--- config.mk ---
export PLATFORM = sky130hd
export DESIGN_NAME = buzzer_morse_player
export DESIGN_NICKNAME = d
export VERILOG_FILES = /design/src/rtl/buzzer_pkg.sv /design/src/rtl/buzzer_morse_rom.sv /design/src/rtl/buzzer_morse_player.sv
export SDC_FILE = /design/constraint.sdc
export NUM_CORES = 1
export LEC_CHECK = 0
export ABC_CLOCK_PERIOD_IN_PS = 2900
export BUFFER_PORTS_ARGS = -buffer_cell sky130_fd_sc_hd__buf_2
export CORE_ASPECT_RATIO = 1.4
export CORE_MARGIN = 2
export CORE_UTILIZATION = 30
export DETAILED_ROUTE_END_ITERATION = 8
export GPL_TIMING_DRIVEN = 0
export PLACE_DENSITY = 0.55
export SYNTH_ARGS = -nofsm -noshare
export SYNTH_HDL_FRONTEND = slang
export SYNTH_SLANG_ARGS = --single-unit
--- constraint.sdc ---
create_clock -name CLK -period 2.9 [get_ports CLK]
set_input_delay 0.435 -clock CLK [delete_from_list [all_inputs] [get_ports CLK]]
set_output_delay 0.435 -clock CLK [all_outputs]
set_load 0.01 [all_outputs]
--- src/rtl/buzzer_pkg.sv ---
// Shared types and constants for the Morse buzzer player: FSM states,
// special command bytes, timing multiples and the code-table entry layout.
package buzzer_pkg;

  typedef enum logic [2:0] {
    ST_IDLE,
    ST_POP,
    ST_LOAD,
    ST_TONE,
    ST_GAP
  } state_t;

  localparam logic [7:0] CH_ESC   = 8'h1B;
  localparam logic [7:0] CH_SPACE = 8'h20;

  // Durations in Morse time units
  localparam int DOT_U      = 1;
  localparam int DASH_U     = 3;
  localparam int ELEM_GAP_U = 1;
  localparam int CHAR_GAP_U = 3;
  localparam int WORD_GAP_U = 7;
  localparam int ATTN_U     = 10;

  // Wide enough for the longest duration (ATTN_U)
  localparam int UNITS_W = 4;

  // pattern is right-aligned; element i is pattern[i], 1 = dash, played from bit len-1 down
  typedef struct packed {
    logic       valid;
    logic [2:0] len;
    logic [4:0] pattern;
  } morse_code_t;

  function automatic logic [UNITS_W-1:0] elem_units(input logic dash);
    return dash ? UNITS_W'(DASH_U) : UNITS_W'(DOT_U);
  endfunction

  function automatic morse_code_t morse_entry(input logic [2:0] len, input logic [4:0] pattern);
    morse_code_t e;
    e.valid   = 1'b1;
    e.len     = len;
    e.pattern = pattern;
    return e;
  endfunction

endpackage

--- src/rtl/buzzer_morse_rom.sv ---
// Combinational Morse code table: uppercase letters and digits map to
// {valid, len, pattern}; every other byte returns valid=0.
module buzzer_morse_rom
  import buzzer_pkg::*;
(
  input  logic [7:0]  code_i,
  output morse_code_t entry_o
);

  always_comb begin
    entry_o = '0;
    case (code_i)
      8'h41: entry_o = morse_entry(3'd2, 5'b00001); // A .-
      8'h42: entry_o = morse_entry(3'd4, 5'b01000); // B -...
      8'h43: entry_o = morse_entry(3'd4, 5'b01010);
      8'h44: entry_o = morse_entry(3'd3, 5'b00100);
      8'h45: entry_o = morse_entry(3'd1, 5'b00000);
      8'h46: entry_o = morse_entry(3'd4, 5'b00010);
      8'h47: entry_o = morse_entry(3'd3, 5'b00110);
      8'h48: entry_o = morse_entry(3'd4, 5'b00000);
      8'h49: entry_o = morse_entry(3'd2, 5'b00000);
      8'h4A: entry_o = morse_entry(3'd4, 5'b00111);
      8'h4B: entry_o = morse_entry(3'd3, 5'b00101);
      8'h4C: entry_o = morse_entry(3'd4, 5'b00100);
      8'h4D: entry_o = morse_entry(3'd2, 5'b00011);
      8'h4E: entry_o = morse_entry(3'd2, 5'b00010);
      8'h4F: entry_o = morse_entry(3'd3, 5'b00111);
      8'h50: entry_o = morse_entry(3'd4, 5'b00110);
      8'h51: entry_o = morse_entry(3'd4, 5'b01101);
      8'h52: entry_o = morse_entry(3'd3, 5'b00010);
      8'h53: entry_o = morse_entry(3'd3, 5'b00000);
      8'h54: entry_o = morse_entry(3'd1, 5'b00001);
      8'h55: entry_o = morse_entry(3'd3, 5'b00001);
      8'h56: entry_o = morse_entry(3'd4, 5'b00001);
      8'h57: entry_o = morse_entry(3'd3, 5'b00011);
      8'h58: entry_o = morse_entry(3'd4, 5'b01001);
      8'h59: entry_o = morse_entry(3'd4, 5'b01011);
      8'h5A: entry_o = morse_entry(3'd4, 5'b01100);
      8'h30: entry_o = morse_entry(3'd5, 5'b11111);
      8'h31: entry_o = morse_entry(3'd5, 5'b01111);
      8'h32: entry_o = morse_entry(3'd5, 5'b00111);
      8'h33: entry_o = morse_entry(3'd5, 5'b00011);
      8'h34: entry_o = morse_entry(3'd5, 5'b00001);
      8'h35: entry_o = morse_entry(3'd5, 5'b00000);
      8'h36: entry_o = morse_entry(3'd5, 5'b10000);
      8'h37: entry_o = morse_entry(3'd5, 5'b11000);
      8'h38: entry_o = morse_entry(3'd5, 5'b11100);
      8'h39: entry_o = morse_entry(3'd5, 5'b11110);
      default: entry_o = '0;
    endcase
  end

endmodule

--- src/rtl/buzzer_morse_player.sv ---
// Pops bytes from the buzzer FIFO and plays them as Morse code on Pin_Out.
// Define BUZZER_DC_TONE_EN to hold Pin_Out high during tones (active buzzer).
module buzzer_morse_player
  import buzzer_pkg::*;
#(
  parameter int UNIT_CYCLES = 5_000_000,
  parameter int TONE_HALF   = 12_500
) (
  input  logic       CLK,
  input  logic       RST,
  input  logic       Empty_Sig,
  input  logic [7:0] FIFO_Read_Data,
  output logic       Read_Req_Sig,
  output logic       Busy_Sig,
  output logic       Pin_Out
);

  localparam int                UNIT_W    = (UNIT_CYCLES > 2) ? $clog2(UNIT_CYCLES) : 1;
  localparam logic [UNIT_W-1:0] UNIT_LAST = UNIT_W'(UNIT_CYCLES - 1);

`ifndef BUZZER_DC_TONE_EN
  localparam int                TONE_W    = $clog2(TONE_HALF + 1);
  localparam logic [TONE_W-1:0] TONE_LAST = TONE_W'(TONE_HALF - 1);

  logic [TONE_W-1:0] tone_cnt_q, tone_cnt_d;
`endif

  state_t             state_q, state_d;
  logic               req_q, req_d;
  logic               busy_q, busy_d;
  logic               pin_q, pin_d;
  logic [UNIT_W-1:0]  unit_cnt_q, unit_cnt_d;
  logic [UNITS_W-1:0] units_q, units_d;
  logic [2:0]         elem_q, elem_d;
  logic [4:0]         pat_q, pat_d;

  morse_code_t rom_entry;
  logic        unit_last;
  logic        elem_last;
  logic [2:0]  load_msb;
  logic [2:0]  next_elem;

  buzzer_morse_rom u_rom (
    .code_i  (FIFO_Read_Data),
    .entry_o (rom_entry)
  );

  always_comb begin
    unit_last  = (unit_cnt_q == UNIT_LAST);
    elem_last  = unit_last && (units_q == UNITS_W'(1));
    load_msb   = rom_entry.len - 3'd1;
    next_elem  = elem_q - 3'd1;

    state_d    = state_q;
    req_d      = 1'b0;
    pin_d      = pin_q;
    unit_cnt_d = unit_cnt_q;
    units_d    = units_q;
    elem_d     = elem_q;
    pat_d      = pat_q;
`ifndef BUZZER_DC_TONE_EN
    tone_cnt_d = tone_cnt_q;
`endif

    // units_q counts the whole units still to play in the current state
    if (state_q == ST_TONE || state_q == ST_GAP) begin
      if (unit_last) begin
        unit_cnt_d = '0;
        units_d    = units_q - UNITS_W'(1);
      end else begin
        unit_cnt_d = unit_cnt_q + UNIT_W'(1);
      end
    end

    case (state_q)
      ST_IDLE: begin
        pin_d = 1'b0;
        // The request pulse is issued from IDLE; POP follows once it has been seen
        if (req_q) begin
          state_d = ST_POP;
        end else if (!Empty_Sig) begin
          req_d = 1'b1;
        end
      end

      ST_POP: state_d = ST_LOAD;

      ST_LOAD: begin
        unit_cnt_d = '0;
        pat_d      = rom_entry.pattern;
`ifndef BUZZER_DC_TONE_EN
        tone_cnt_d = '0;
`endif
        if (FIFO_Read_Data == CH_ESC) begin
          state_d = ST_TONE;
          units_d = UNITS_W'(ATTN_U);
          elem_d  = 3'd0;
          pin_d   = 1'b1;
        end else if (FIFO_Read_Data == CH_SPACE) begin
          state_d = ST_GAP;
          units_d = UNITS_W'(WORD_GAP_U);
          elem_d  = 3'd0;
          pin_d   = 1'b0;
        end else if (rom_entry.valid) begin
          state_d = ST_TONE;
          units_d = elem_units(rom_entry.pattern[load_msb]);
          elem_d  = load_msb;
          pin_d   = 1'b1;
        end else begin
          state_d = ST_IDLE;
        end
      end

      ST_TONE: begin
        if (elem_last) begin
          state_d = ST_GAP;
          pin_d   = 1'b0;
          units_d = (elem_q == 3'd0) ? UNITS_W'(CHAR_GAP_U) : UNITS_W'(ELEM_GAP_U);
        end else begin
`ifndef BUZZER_DC_TONE_EN
          if (tone_cnt_q == TONE_LAST) begin
            tone_cnt_d = '0;
            pin_d      = ~pin_q;
          end else begin
            tone_cnt_d = tone_cnt_q + TONE_W'(1);
          end
`endif
        end
      end

      ST_GAP: begin
        pin_d = 1'b0;
        if (elem_last) begin
          if (elem_q == 3'd0) begin
            state_d = ST_IDLE;
          end else begin
            state_d = ST_TONE;
            elem_d  = next_elem;
            units_d = elem_units(pat_q[next_elem]);
            pin_d   = 1'b1;
`ifndef BUZZER_DC_TONE_EN
            tone_cnt_d = '0;
`endif
          end
        end
      end

      default: state_d = ST_IDLE;
    endcase

    busy_d = (state_d != ST_IDLE);
  end

  always_ff @(posedge CLK) begin
    if (RST) begin
      state_q    <= ST_IDLE;
      req_q      <= 1'b0;
      busy_q     <= 1'b0;
      pin_q      <= 1'b0;
      unit_cnt_q <= '0;
      units_q    <= '0;
      elem_q     <= '0;
      pat_q      <= '0;
`ifndef BUZZER_DC_TONE_EN
      tone_cnt_q <= '0;
`endif
    end else begin
      state_q    <= state_d;
      req_q      <= req_d;
      busy_q     <= busy_d;
      pin_q      <= pin_d;
      unit_cnt_q <= unit_cnt_d;
      units_q    <= units_d;
      elem_q     <= elem_d;
      pat_q      <= pat_d;
`ifndef BUZZER_DC_TONE_EN
      tone_cnt_q <= tone_cnt_d;
`endif
    end
  end

  assign Read_Req_Sig = req_q;
  assign Busy_Sig     = busy_q;
  assign Pin_Out      = pin_q;

endmodule

==> impl_metrics.json <==
{
  "grt_start_max_net_pins": 16,
  "die-area_mm2": 0.0128,
  "r2r_slack_ns": 0.28,
  "whs_endpoint": "state_q[1]$_SDFF_PP0_",
  "fin_area_mm2": 0.00396,
  "rows": 47,
  "wirelength_mm": 8.54,
  "nets": 497,
  "worstHoldPathType": "in -> reg",
  "yosysTopAreaCellShare": 0.309,
  "total_leakage_power_nw": 1.45,
  "critical_path_class": "in -> reg",
  "yosys_most_used_dff": "dfxtp_1",
  "htree_levels": 2,
  "cp.required_ns": 3.08,
  "layout-drive-gt1-share": 0.0909,
  "synth.most_common_cell": "nor2_1",
  "drt-initial-drc-count": 211,
  "cts_buffers": 5,
  "antenna_found_initial": 0,
  "clkTransAtPathRegs_ns": 0.07,
  "netlist_area_mm2": 0.00356,
  "final_antenna_net_count": 0,
  "synthCells": 456,
  "ys_seq_elements": 55,
  "grt.total_usage": 0.143,
  "cp-start-kind": "primary input",
  "dp_worst_setup_slack_ns": -0.380,
  "drc": 0,
  "ff2ff_path_depth": 8,
  "setup_viol": 0,
  "clock_path_buffers": 2,
  "syn_nets": 480,
  "crit_path_end_kind": "flop",
  "synth-edff-count": 0,
  "fin_crit_ns": 2.64,
  "post-route-period-util": 0.912,
  "diodes": 0,
  "core_mm2": 0.0117,
  "cts_tree": "done",
  "areaGrowthSynthToFinish_pct": 11.0,
  "drv_slew": 0,
  "hold_depth": 2,
  "start_util": 0.305,
  "post-route-util": 0.338,
  "path_max_fanout": 16,
  "ir_drop_uv": 188,
  "io_buffer_count": 11,
  "clock_skew_ns": 0.0104,
  "post_drt_via_cell_ratio": 5.25,
  "ys_types": 66,
  "syn-mean-instance-area_um2": 7.81,
  "timing.rr.start": "state_q[2]$_SDFF_PP0_",
  "wl_per_cell_um": 13.8,
  "synth_top_area_cell": "dfxtp_1",
  "dieWidth_um": 96.1,
  "r2r-end": "units_q[1]$_SDFF_PP0_",
  "fmax_ghz": 0.378,
  "dp.final_hpwl_mm": 6.53,
  "root_buffer": "clkbuf_16",
  "grt_pass1_wl_mm": 14.9,
  "synth_warnings": 0,
  "synth_commonest_cells": "nor2_1, dfxtp_1, nand2_1",
  "async_flop_share": 0,
  "worst_pin_slew_ns": 0.715,
  "critPathArrivalTime_ns": 2.82,
  "yosys-top-cells-area": "dfxtp_1, nor2_1, xor2_1, ha_1, nand2_1",
  "hold_viol": 0,
  "rsz0062_at_grt": "no",
  "globalRouteOverflowTotal": 0,
  "ys_seq_area_frac": 0.309,
  "pin_count": 14,
  "clkLatencyLatePin_ns": 0.30,
  "first_pass_iters": 4,
  "dpl-instance-area_mm2": 0.00380,
  "run_status": "finished, final reports clean",
  "vias": 3255,
  "grt_pass1_vias": 3171,
  "finalWorstSetupSlack_ns": 0.256,
  "powerDensity_mw_per_mm2": 390,
  "drv_cap": 0,
  "slew_headroom": 0.519,
  "cts_sinks": 55,
  "gp_congestion": 0.913,
  "min_from": "RST",
  "die_h_um": 133
}
[report_power, final]
group | internal [mW] | total, mW | switching, mW
sequential | 0.761 | 0.766 | 0.00466
combinational | 0.0588 | 0.167 | 0.108
clock | 0.338 | 0.609 | 0.271
[area by class of cell]
class	count	area [um^2]
fill	1217	7750
multi-input combinational	364	2330
sequential	55	1100
tap	147	184
clock buffer	6	139
buffer	22	92.6
timing repair buffer	11	55.1
inverter	14	52.6
clock inverter	1	5.00
[how the worst max path moves through the flow]
| stage | to | startpoint | slack, ns |
|---|---|---|---|
| floorplan | Busy_Sig$_SDFF_PP0_ | FIFO_Read_Data[1] | 0.22 |
| global placement | Busy_Sig$_SDFF_PP0_ | FIFO_Read_Data[1] | -0.44 |
| detailed placement | Busy_Sig$_SDFF_PP0_ | FIFO_Read_Data[1] | -0.38 |
| CTS | Busy_Sig$_SDFF_PP0_ | FIFO_Read_Data[1] | 0.02 |
| global route | units_q[1]$_SDFF_PP0_ | state_q[2]$_SDFF_PP0_ | 0.08 |
| finish | Busy_Sig$_SDFF_PP0_ | FIFO_Read_Data[1] | 0.26 |
[state kept, by name, indices dropped and copies added (netlist names)]
name,count
unit_cnt_q,23
tone_cnt_q,14
units_q,4
Busy_Sig,1
state_q,3
elem_q,3
pat_q,5
Read_Req_Sig,1
Pin_Out,1
[routing by layer]
| layer | up-vias | global-route usage | wire [um] |
|---|---|---|---|
| met3 | 14 | 0.0154 | 190 |
| met4 | 0 | 0.0651 | 191 |
| met1 | 1546 | 0.174 | 3710 |
| met5 | - | 0 | 0 |
| li1 | 1645 | - | - |
| met2 | 50 | 0.248 | 4450 |
[worst max-delay path: stages]
cell and delay, ns:
buf_2 0.20, inv_1 0.15, ha_1 0.21, or4b_1 0.49, or4b_1 0.48, buf_2 0.18, a31oi_4 0.17, a21oi_1 0.10
or3_1 0.39
[kinds of logic (layout without fill, tap and decap cells)]
family                     after synthesis  count (layout)  synth area share
AOI/OAI and AO/OA                       76              76             0.149
xor gates and xnor gates                37              37            0.0909
adders and majority gates               13              13            0.0456
buffers and inverters                   37              54            0.0418
DFF                                     55              55             0.309
muxes                                    6               6            0.0207
and+or+nand+nor                        232             232             0.343
[through the flow]
| step | cells | hold slack (ns) | setup TNS (ns) | power [mW] |
|---|---|---|---|---|
| finish | 620 | 0.363 | 0 | 1.54 |
| global route | 620 | 0.379 | 0 | 1.61 |
| CTS | 621 | 0.366 | 0 | 1.56 |
| detailed placement | 614 | 0.452 | -1.67 | 0.950 |
| global placement | 614 | 0.442 | -2.01 | 0.951 |
| floorplan | 456 | 0.433 | 0 | 0.898 |
[layout by cell type, fill, tap and decap left out, types with 5 or more instances in the layout]
| master | Yosys | final |
|---|---|---|
| nand4_1 | 18 | 18 |
| ha_1 | 13 | 13 |
| xor2_1 | 22 | 22 |
| xnor2_1 | 15 | 15 |
| or3_1 | 5 | 5 |
| clkbuf_1 | 15 | 14 |
| or2_2 | 5 | 5 |
| dfxtp_1 | 55 | 55 |
| nor4_1 | 6 | 6 |
| a21oi_1 | 18 | 18 |
| nor2b_1 | 10 | 10 |
| clkbuf_16 | 0 | 5 |
| inv_1 | 13 | 13 |
| nand3_1 | 17 | 17 |
| and3_1 | 18 | 18 |
| nor3b_1 | 5 | 5 |
| nand2_1 | 36 | 36 |
| buf_2 | 8 | 19 |
| nand2b_1 | 9 | 9 |
| nor2_1 | 74 | 74 |
| o21ai_0 | 13 | 13 |
| nor3_1 | 5 | 5 |
[what timing repair did]
action                                  4_1_cts  5_1_grt
endpoints found under the setup margin        2        6
pin swaps                                     0        0
hold buffers                                  0        0
resized for setup                             1        1
buffers inserted                              0        0
No activity file was read; power rests on OpenSTA's default activity.
